## src/rtl/fft_feeder_if.sv

```systemverilog
// Bundles the sample, butterfly and spectrum handshakes of fft_feeder.
// slave is the feeder side; master is the environment side.
interface fft_feeder_if #(
    parameter int N = 16
);
    logic         i_valid;
    logic [N-1:0] i_re;
    logic [N-1:0] i_im;
    logic         o_ready;
    logic [N-1:0] o_in0_re;
    logic [N-1:0] o_in0_im;
    logic [N-1:0] o_in1_re;
    logic [N-1:0] o_in1_im;
    logic [N-1:0] o_twiddle_re;
    logic [N-1:0] o_twiddle_im;
    logic         i_bf_done;
    logic [N-1:0] i_out0_re;
    logic [N-1:0] i_out0_im;
    logic [N-1:0] i_out1_re;
    logic [N-1:0] i_out1_im;
    logic         o_valid;
    logic [N-1:0] o_re;
    logic [N-1:0] o_im;
    logic         i_ready;
    logic         o_busy;

    modport slave (
        input  i_valid, i_re, i_im,
        output o_ready,
        output o_in0_re, o_in0_im, o_in1_re, o_in1_im,
        output o_twiddle_re, o_twiddle_im,
        input  i_bf_done,
        input  i_out0_re, i_out0_im, i_out1_re, i_out1_im,
        output o_valid, o_re, o_im,
        input  i_ready,
        output o_busy
    );

    modport master (
        output i_valid, i_re, i_im,
        input  o_ready,
        input  o_in0_re, o_in0_im, o_in1_re, o_in1_im,
        input  o_twiddle_re, o_twiddle_im,
        output i_bf_done,
        output i_out0_re, i_out0_im, i_out1_re, i_out1_im,
        input  o_valid, o_re, o_im,
        output i_ready,
        input  o_busy
    );
endinterface

```

## src/rtl/fft_feeder.sv

```systemverilog
// 16-point radix-2 DIT sequencer: loads bit-reversed, feeds an external butterfly, streams bins.
// Define FFT_FEEDER_SCALE_EN to halve every butterfly result on write-back (1/16 overall).
module fft_feeder #(
    parameter int N        = 16,
    parameter int Q        = 8,
    parameter int BF_EDGES = 2
) (
    input  logic        i_clk,
    input  logic        i_rst,
    fft_feeder_if.slave bus
);
    localparam int EW     = (BF_EDGES > 1) ? $clog2(BF_EDGES + 1) : 1;
    localparam int TW_SHL = (Q >= 8) ? Q - 8 : 0;
    localparam int TW_SHR = (Q < 8) ? 8 - Q : 0;

    typedef enum logic [2:0] {S_LOAD, S_ISSUE, S_WAIT, S_WRITE, S_OUTPUT} state_t;

    state_t          state_reg, state_next;
    logic [1:0]      stage_reg, stage_next;
    logic [2:0]      bfly_reg, bfly_next;
    logic [3:0]      bin_reg, bin_next;
    logic [3:0]      load_cnt_reg, load_cnt_next;
    logic [EW-1:0]   edge_cnt_reg, edge_cnt_next;
    logic            bf_done_d_reg;
    logic            o_ready_reg, o_ready_next;
    logic            o_valid_reg, o_valid_next;
    logic [N-1:0]    o_re_reg, o_re_next, o_im_reg, o_im_next;
    logic [N-1:0]    in0_re_reg, in0_re_next, in0_im_reg, in0_im_next;
    logic [N-1:0]    in1_re_reg, in1_re_next, in1_im_reg, in1_im_next;
    logic [N-1:0]    tw_re_reg, tw_re_next, tw_im_reg, tw_im_next;

    logic [N-1:0]    mem_re [16];
    logic [N-1:0]    mem_im [16];

    logic [3:0]      load_addr, addr_a, addr_b;
    logic [2:0]      tw_k;
    logic            load_we, bf_we, bf_edge;
    logic [N-1:0]    wr0_re, wr0_im, wr1_re, wr1_im;

    // Twiddle table is held at Q=8 and rescaled for other fractional widths.
    function automatic logic [N-1:0] tw_re_f(input logic [2:0] k);
        logic signed [31:0] v;
        v = 32'sd0;
        case (k)
            3'd0: v = 32'sd256;
            3'd1: v = 32'sd237;
            3'd2: v = 32'sd181;
            3'd3: v = 32'sd98;
            3'd4: v = 32'sd0;
            3'd5: v = -32'sd98;
            3'd6: v = -32'sd181;
            default: v = -32'sd237;
        endcase
        return N'((v <<< TW_SHL) >>> TW_SHR);
    endfunction

    function automatic logic [N-1:0] tw_im_f(input logic [2:0] k);
        logic signed [31:0] v;
        v = 32'sd0;
        case (k)
            3'd0: v = 32'sd0;
            3'd1: v = -32'sd98;
            3'd2: v = -32'sd181;
            3'd3: v = -32'sd237;
            3'd4: v = -32'sd256;
            3'd5: v = -32'sd237;
            3'd6: v = -32'sd181;
            default: v = -32'sd98;
        endcase
        return N'((v <<< TW_SHL) >>> TW_SHR);
    endfunction

    genvar gi;
    generate
        for (gi = 0; gi < 4; gi++) begin : g_bitrev
            assign load_addr[gi] = load_cnt_reg[3-gi];
        end
    endgenerate

    // Bit s of addr_a is always zero, so the partner index is a simple OR.
    always_comb begin
        addr_a = 4'd0;
        tw_k   = 3'd0;
        case (stage_reg)
            2'd0: begin addr_a = {bfly_reg, 1'b0};                       tw_k = 3'd0;                   end
            2'd1: begin addr_a = {bfly_reg[2:1], 1'b0, bfly_reg[0]};     tw_k = {bfly_reg[0], 2'b00};   end
            2'd2: begin addr_a = {bfly_reg[2], 1'b0, bfly_reg[1:0]};     tw_k = {bfly_reg[1:0], 1'b0};  end
            default: begin addr_a = {1'b0, bfly_reg};                     tw_k = bfly_reg;               end
        endcase
    end
    assign addr_b  = addr_a | (4'd1 << stage_reg);
    assign bf_edge = bus.i_bf_done & ~bf_done_d_reg;

`ifdef FFT_FEEDER_SCALE_EN
    assign wr0_re = N'($signed(bus.i_out0_re) >>> 1);
    assign wr0_im = N'($signed(bus.i_out0_im) >>> 1);
    assign wr1_re = N'($signed(bus.i_out1_re) >>> 1);
    assign wr1_im = N'($signed(bus.i_out1_im) >>> 1);
`else
    assign wr0_re = bus.i_out0_re;
    assign wr0_im = bus.i_out0_im;
    assign wr1_re = bus.i_out1_re;
    assign wr1_im = bus.i_out1_im;
`endif

    always_comb begin
        state_next    = state_reg;
        stage_next    = stage_reg;
        bfly_next     = bfly_reg;
        bin_next      = bin_reg;
        load_cnt_next = load_cnt_reg;
        edge_cnt_next = edge_cnt_reg;
        o_valid_next  = o_valid_reg;
        o_re_next     = o_re_reg;
        o_im_next     = o_im_reg;
        in0_re_next   = in0_re_reg;
        in0_im_next   = in0_im_reg;
        in1_re_next   = in1_re_reg;
        in1_im_next   = in1_im_reg;
        tw_re_next    = tw_re_reg;
        tw_im_next    = tw_im_reg;
        load_we       = 1'b0;
        bf_we         = 1'b0;
        case (state_reg)
            S_LOAD: begin
                if (bus.i_valid && o_ready_reg) begin
                    load_we       = 1'b1;
                    load_cnt_next = load_cnt_reg + 4'd1;
                    if (load_cnt_reg == 4'd15) begin
                        state_next = S_ISSUE;
                        stage_next = 2'd0;
                        bfly_next  = 3'd0;
                    end
                end
            end
            S_ISSUE: begin
                in0_re_next   = mem_re[addr_a];
                in0_im_next   = mem_im[addr_a];
                in1_re_next   = mem_re[addr_b];
                in1_im_next   = mem_im[addr_b];
                tw_re_next    = tw_re_f(tw_k);
                tw_im_next    = tw_im_f(tw_k);
                edge_cnt_next = '0;
                state_next    = S_WAIT;
            end
            S_WAIT: begin
                if (bf_edge) begin
                    if (edge_cnt_reg == EW'(BF_EDGES - 1)) state_next = S_WRITE;
                    else edge_cnt_next = edge_cnt_reg + EW'(1);
                end
            end
            S_WRITE: begin
                bf_we = 1'b1;
                if (bfly_reg != 3'd7) begin
                    bfly_next  = bfly_reg + 3'd1;
                    state_next = S_ISSUE;
                end else if (stage_reg != 2'd3) begin
                    stage_next = stage_reg + 2'd1;
                    bfly_next  = 3'd0;
                    state_next = S_ISSUE;
                end else begin
                    bin_next   = 4'd0;
                    state_next = S_OUTPUT;
                end
            end
            S_OUTPUT: begin
                // First cycle fetches bin 0; afterwards each handshake fetches the next bin.
                if (!o_valid_reg) begin
                    o_valid_next = 1'b1;
                    o_re_next    = mem_re[bin_reg];
                    o_im_next    = mem_im[bin_reg];
                end else if (bus.i_ready) begin
                    if (bin_reg == 4'd15) begin
                        o_valid_next = 1'b0;
                        bin_next     = 4'd0;
                        state_next   = S_LOAD;
                    end else begin
                        bin_next  = bin_reg + 4'd1;
                        o_re_next = mem_re[bin_reg + 4'd1];
                        o_im_next = mem_im[bin_reg + 4'd1];
                    end
                end
            end
            default: state_next = S_LOAD;
        endcase
        o_ready_next = (state_next == S_LOAD);
    end

    always_ff @(posedge i_clk or posedge i_rst) begin
        if (i_rst) begin
            state_reg     <= S_LOAD;
            stage_reg     <= '0;
            bfly_reg      <= '0;
            bin_reg       <= '0;
            load_cnt_reg  <= '0;
            edge_cnt_reg  <= '0;
            bf_done_d_reg <= 1'b0;
            o_ready_reg   <= 1'b0;
            o_valid_reg   <= 1'b0;
            o_re_reg      <= '0;
            o_im_reg      <= '0;
            in0_re_reg    <= '0;
            in0_im_reg    <= '0;
            in1_re_reg    <= '0;
            in1_im_reg    <= '0;
            tw_re_reg     <= '0;
            tw_im_reg     <= '0;
        end else begin
            state_reg     <= state_next;
            stage_reg     <= stage_next;
            bfly_reg      <= bfly_next;
            bin_reg       <= bin_next;
            load_cnt_reg  <= load_cnt_next;
            edge_cnt_reg  <= edge_cnt_next;
            bf_done_d_reg <= bus.i_bf_done;
            o_ready_reg   <= o_ready_next;
            o_valid_reg   <= o_valid_next;
            o_re_reg      <= o_re_next;
            o_im_reg      <= o_im_next;
            in0_re_reg    <= in0_re_next;
            in0_im_reg    <= in0_im_next;
            in1_re_reg    <= in1_re_next;
            in1_im_reg    <= in1_im_next;
            tw_re_reg     <= tw_re_next;
            tw_im_reg     <= tw_im_next;
        end
    end

    // Sample memory keeps its contents across reset; a new frame always reloads all 16 words.
    always_ff @(posedge i_clk) begin
        if (load_we) begin
            mem_re[load_addr] <= bus.i_re;
            mem_im[load_addr] <= bus.i_im;
        end
        if (bf_we) begin
            mem_re[addr_a] <= wr0_re;
            mem_im[addr_a] <= wr0_im;
            mem_re[addr_b] <= wr1_re;
            mem_im[addr_b] <= wr1_im;
        end
    end

    assign bus.o_ready      = o_ready_reg;
    assign bus.o_valid      = o_valid_reg;
    assign bus.o_re         = o_re_reg;
    assign bus.o_im         = o_im_reg;
    assign bus.o_in0_re     = in0_re_reg;
    assign bus.o_in0_im     = in0_im_reg;
    assign bus.o_in1_re     = in1_re_reg;
    assign bus.o_in1_im     = in1_im_reg;
    assign bus.o_twiddle_re = tw_re_reg;
    assign bus.o_twiddle_im = tw_im_reg;
    assign bus.o_busy       = (state_reg != S_LOAD);
endmodule

```

## src/flat_wrapper.sv

```systemverilog
// flat-port wrapper written by rule: the top's interface ports become plain ports
module fft_feeder_flat 
#(
    parameter int N        = 16,
    parameter int Q        = 8,
    parameter int BF_EDGES = 2
)
  (i_clk, i_rst, bus_i_valid, bus_i_re, bus_i_im, bus_o_ready, bus_o_in0_re, bus_o_in0_im, bus_o_in1_re, bus_o_in1_im, bus_o_twiddle_re, bus_o_twiddle_im, bus_i_bf_done, bus_i_out0_re, bus_i_out0_im, bus_i_out1_re, bus_i_out1_im, bus_o_valid, bus_o_re, bus_o_im, bus_i_ready, bus_o_busy);
  fft_feeder_if #(.N(N)) bus_i ();
  input  logic i_clk;
  input  logic i_rst;
  input wire logic [$bits(bus_i.i_valid)-1:0] bus_i_valid;
  input wire logic [$bits(bus_i.i_re)-1:0] bus_i_re;
  input wire logic [$bits(bus_i.i_im)-1:0] bus_i_im;
  output wire logic [$bits(bus_i.o_ready)-1:0] bus_o_ready;
  output wire logic [$bits(bus_i.o_in0_re)-1:0] bus_o_in0_re;
  output wire logic [$bits(bus_i.o_in0_im)-1:0] bus_o_in0_im;
  output wire logic [$bits(bus_i.o_in1_re)-1:0] bus_o_in1_re;
  output wire logic [$bits(bus_i.o_in1_im)-1:0] bus_o_in1_im;
  output wire logic [$bits(bus_i.o_twiddle_re)-1:0] bus_o_twiddle_re;
  output wire logic [$bits(bus_i.o_twiddle_im)-1:0] bus_o_twiddle_im;
  input wire logic [$bits(bus_i.i_bf_done)-1:0] bus_i_bf_done;
  input wire logic [$bits(bus_i.i_out0_re)-1:0] bus_i_out0_re;
  input wire logic [$bits(bus_i.i_out0_im)-1:0] bus_i_out0_im;
  input wire logic [$bits(bus_i.i_out1_re)-1:0] bus_i_out1_re;
  input wire logic [$bits(bus_i.i_out1_im)-1:0] bus_i_out1_im;
  output wire logic [$bits(bus_i.o_valid)-1:0] bus_o_valid;
  output wire logic [$bits(bus_i.o_re)-1:0] bus_o_re;
  output wire logic [$bits(bus_i.o_im)-1:0] bus_o_im;
  input wire logic [$bits(bus_i.i_ready)-1:0] bus_i_ready;
  output wire logic [$bits(bus_i.o_busy)-1:0] bus_o_busy;
  assign bus_i.i_valid = bus_i_valid;
  assign bus_i.i_re = bus_i_re;
  assign bus_i.i_im = bus_i_im;
  assign bus_o_ready = bus_i.o_ready;
  assign bus_o_in0_re = bus_i.o_in0_re;
  assign bus_o_in0_im = bus_i.o_in0_im;
  assign bus_o_in1_re = bus_i.o_in1_re;
  assign bus_o_in1_im = bus_i.o_in1_im;
  assign bus_o_twiddle_re = bus_i.o_twiddle_re;
  assign bus_o_twiddle_im = bus_i.o_twiddle_im;
  assign bus_i.i_bf_done = bus_i_bf_done;
  assign bus_i.i_out0_re = bus_i_out0_re;
  assign bus_i.i_out0_im = bus_i_out0_im;
  assign bus_i.i_out1_re = bus_i_out1_re;
  assign bus_i.i_out1_im = bus_i_out1_im;
  assign bus_o_valid = bus_i.o_valid;
  assign bus_o_re = bus_i.o_re;
  assign bus_o_im = bus_i.o_im;
  assign bus_i.i_ready = bus_i_ready;
  assign bus_o_busy = bus_i.o_busy;
  fft_feeder #(.N(N), .Q(Q), .BF_EDGES(BF_EDGES)) u_core (.i_clk(i_clk), .i_rst(i_rst), .bus(bus_i));
endmodule
```

## config.mk

```make
export PLATFORM = sky130hd
export DESIGN_NAME = fft_feeder_flat
export DESIGN_NICKNAME = d
export VERILOG_FILES = /design/src/rtl/fft_feeder_if.sv /design/src/rtl/fft_feeder.sv /design/src/flat_wrapper.sv
export SDC_FILE = /design/constraint.sdc
export NUM_CORES = 2
export LEC_CHECK = 0
export ABC_AREA = 1
export CAP_MARGIN = 20
export CORE_MARGIN = 5
export CORE_UTILIZATION = 25
export DETAILED_ROUTE_END_ITERATION = 6
export PLACE_DENSITY_LB_ADDON = 0.08
export SYNTH_ARGS = -nofsm -noshare
export SYNTH_HDL_FRONTEND = slang
export SYNTH_SLANG_ARGS = --single-unit
```

## constraint.sdc

```tcl
create_clock -name i_clk -period 6.2 [get_ports i_clk]
set_input_delay 0.62 -clock i_clk [delete_from_list [all_inputs] [get_ports i_clk]]
set_output_delay 0.62 -clock i_clk [all_outputs]
set_load 0.1 [all_outputs]
```

==> reports/metrics.sh <==
CLOCK_TREE.BUFFER_DEPTH=3
GR-TOTAL-OVERFLOW=0
PART_OF_THE_POWER_IN_COMBINATIONAL_LOGIC_PCT=60.8
CTS_MAX_LEVEL=3
POST-DP-HPWL_UM=173000
LAYOUT_COMMON_CELLS='sky130_fd_sc_hd__nand2_1, sky130_fd_sc_hd__nand3_1, sky130_fd_sc_hd__o21ai_0'
CP_TOP_FAMILY='simple AND/OR/NAND/NOR gates'
POSTCTSHOLDBUFS=0
FINAL_AREA_SQ_UM=55100
FAILED_CHECKS='DRC'
BUFFER_PORTS.INSERTED=230
WORST_SKEW_PAIR.LATE_LATENCY_NS=0.75
SYNTH_TOP_CELL_AREA_SHARE_PCT=32.2
POST_DETAILED_ROUTING_WIRE_LENGTH_UM=276000
DRT_DRC_VIOLATIONS_LEFT=2
POST_SYNTH_NUM_CELL_TYPES=42
CTS_SINKS=645
DR.PASS1.ITERS=7
SYNTH.YOSYS.SEQ_AREA_SHARE_PCT=39.2
PLACE.GP.CONGESTION=0.852
GRT_USE_TOTAL_PCT=26.7
CLOCK.FMAX_GHz=0.223
FINAL_NETS=6958
CRIT_ARRIVAL_NS=4.84
CRITPATHBUFINV=1
SYNTHCELLS=7006
FINAL_MAX_SLEW_VIOL_COUNT=0
FINALWORSTSETUPSLACK_NS=1.72
CRITPATHMOSTFREQUENTCELL='sky130_fd_sc_hd__nand2_8'
DPL_CELL_AREA_SQ_UM=52200
FLOORPLAN.INITIALDENSITY_PCT=25.1
CP.REQUIRED_NS=6.57
REPORT.FINAL.HOLD_VIOL_COUNT=0
WL_PER_CELL_UM=29.2
IOPINCOUNT=232
TIMING.CRITICAL_PATH.SLOWEST_STAGE_CELL='sky130_fd_sc_hd__nor3_2'
TNS_NS=0
TOTAL_POWER_mW=29.4
CPPEAKSTAGEDELAY_NS=0.68
CORE_SQ_UM=190000
RR_WORST_DEPTH=9
SYNTH_TOP_CELL_BY_AREA='sky130_fd_sc_hd__edfxtp_1'
CLK_TRANSITION_REPORTED_PATHS_NS=0.06
FINALCLOCKSKEW_NS=0.0427
CP_CELL_SEQUENCE='ha_1, nor2_4, nand2_2, nand2_8, nand2_8, nor3_2, nand2_4, o21ai_4, buf_4'
HOLD_PATH_CLASS='input port to async pin'
LAYOUT-AREA-OVERHEAD-VS-SYNTH_PCT=15.4
NUMBER_OF_GLOBAL_ROUTE_VIAS_BEFORE_REPAIR=45901
CTSROOTBUFFERMASTER='sky130_fd_sc_hd__clkbuf_16'
FILLERINSTANCES=20649
TIGHTESTPINTRANSITION_NS=1.22
POST_DRT_VIA_CELL_RATIO=5.37
SYN_NETS=7116
ENDPOINT_KIND='register'
POWER.DENSITY_nW_PER_UM2=534
LAYOUT.CELLS.MOST_COMMON='sky130_fd_sc_hd__nand2_1'
DRIVE_GT1_SHARE_PCT=6.28
VIAS=50684
NETSWITCHINGFRACTION_PCT=57.7
PEAKVDDDROP_mV=0.532
POST-CTS-SETUP-BUFFER-COUNT=0
PWR-SHARE-CLK_PCT=17.8
CP_MAX_FANOUT=81
INTERNAL_POWER_mW=12.5
STARTPOINT_TYPE='register'
GRT_MAX_DEGREE=210
POWER.LEAKAGE_nW=22.6
CRIT-REG2REG-CAPTURE='u_core.mem_im[4][14]$_DFFE_PP_'
POST-ROUTE-MIN-PERIOD_NS=4.48
DRT.ANTENNA.VIOLATING_NETS=0
SETUP.REG_TO_REG.WORST_SLACK_NS=1.72
TOP_REGS='u_core.mem_im x256, u_core.mem_re x256'
TIMING.MAX_CAP.VIOLATIONS=0
SEQPWRFRAC_PCT=21.4
YOSYS_WARNINGS=0
DETAILED_ROUTER_S_FIRST_ITERATION_VIOLATION_COUNT=5669
DETAILEDPLACE.WORSTSLACK_NS=1.77
POWER.NET_SWITCHING_mW=17.0
FP-ROW-COUNT=160
GRT_FIRST_PASS_WIRELENGTH_UM=378000
SYNTHTOPCELLSBYAREA='sky130_fd_sc_hd__edfxtp_1, sky130_fd_sc_hd__nand2_1, sky130_fd_sc_hd__nand3_1, sky130_fd_sc_hd__o21ai_0, sky130_fd_sc_hd__dfrtp_1'
RESULT_OF_THE_RUN='finished, violations left'
FP.DIEAREA_SQ_UM=200000
RELSLEWSLACK_PCT=18.3
POST_CTS_RESIZE_COUNT=0
DIE_W_UM=447
MAPPEDNETLISTAREA_SQ_UM=47800
SYNTHESIS.AREA_PER_INSTANCE_SQ_UM=6.82
WORSTSETUPPATHTYPE='register to register'
TOTAL_CTS_BUFFERS=86
SETUP_VIOL=0
CHIPHEIGHT_UM=447
INITIAL_ANTENNA_VIOLATION_COUNT=20
RR_STARTPOINT='u_core.stage_reg[0]$_DFFE_PP0P_'
YS_FF_LATCH=645
POST-ROUTE-PERIOD-UTIL_PCT=72.2
GRT_SETUP_UNREPAIRED='no'
CTS_TREE='built'
==> power groups by stage <==
| stage | sequential (mW) | combinational, mW | clock (mW) |
|---|---|---|---|
| after floorplan | 8.12 | 8.98 | 0 |
| after global placement | 6.35 | 17.7 | 0 |
| after detailed placement | 6.35 | 17.7 | 0 |
| after CTS | 6.26 | 17.7 | 5.35 |
| after global routing | 6.32 | 19.0 | 5.50 |
| final | 6.29 | 17.9 | 5.23 |
==> logic make-up after synthesis <==
logic type	count (synthesis)	share of synthesized area, %
AND/OR/NAND/NOR	3590	31.2
AO/OA/AOI/OAI	1689	19.9
buffers and inverters	1066	9.43
flip-flops	645	39.2
adder cells (fa/ha/maj)	9	0.236
XOR/XNOR	5	0.0917
other	1	0.00785
multiplexers	1	0.0236
==> area by class of cell <==
class / count / area [sq um] / area share [%]
Clock inverter: 37 / 317 / 0.575
Sequential cell: 645 / 18700 / 34.0
Timing Repair Buffer: 381 / 3740 / 6.80
Tap cell: 2511 / 3140 / 5.70
Inverter: 439 / 1700 / 3.08
Multi-Input combinational cell: 5295 / 24900 / 45.3
Clock buffer: 125 / 2510 / 4.56
Antenna cell: 10 / 25.0 / 0.0454
==> Yosys cell counts (all sizes together) <==
library cell     n
a21boi           1
or2             34
xnor2            1
inv            437
o22a             1
o221ai           2
conb             1
xor2             4
nand2         2539
nand3          823
nor3             5
edfxtp         512
o211ai         351
clkinv           2
buf            405
ha               9
a31oi            2
nand3b           7
o22ai           10
nor2           149
o21ai         1000
dfrtp          133
mux2             1
a21oi          321
nand4           33
clkbuf         222
o311ai           1
==> through the flow <==
step | hold WS (ns) | utilization, % | cells
after floorplan | 0.453 | - | 7006
after global placement | 0.466 | 27.5 | 9268
after detailed placement | 0.467 | 27.5 | 9270
after CTS | 0.326 | 29.0 | 9432
after global routing | 0.373 | 29.0 | 9436
final | 0.348 | 29.0 | 9443
==> layer usage <==
layer	up-vias	track usage, %	wire length [um]
li1	23387	-	-
met1	24509	36.8	122000
met2	2361	41.7	121000
met3	421	4.68	21400
met4	6	9.79	10700
met5	-	0	40
==> worst max-delay path by stage <==
stage	start	endpoint	slack [ns]	cells after the start
after floorplan	u_core.state_reg[1]$_DFF_PP0_	u_core.mem_im[1][0]$_DFFE_PP_	1.58	9
after global placement	u_core.stage_reg[0]$_DFFE_PP0P_	u_core.mem_re[4][14]$_DFFE_PP_	1.85	9
after detailed placement	u_core.stage_reg[0]$_DFFE_PP0P_	u_core.mem_re[4][14]$_DFFE_PP_	1.77	9
after CTS	u_core.stage_reg[0]$_DFFE_PP0P_	u_core.mem_im[4][14]$_DFFE_PP_	1.73	9
after global routing	u_core.stage_reg[0]$_DFFE_PP0P_	u_core.mem_im[4][14]$_DFFE_PP_	1.57	9
final	u_core.stage_reg[0]$_DFFE_PP0P_	u_core.mem_im[4][14]$_DFFE_PP_	1.72	9
No activity file was read; power rests on OpenSTA's default activity.
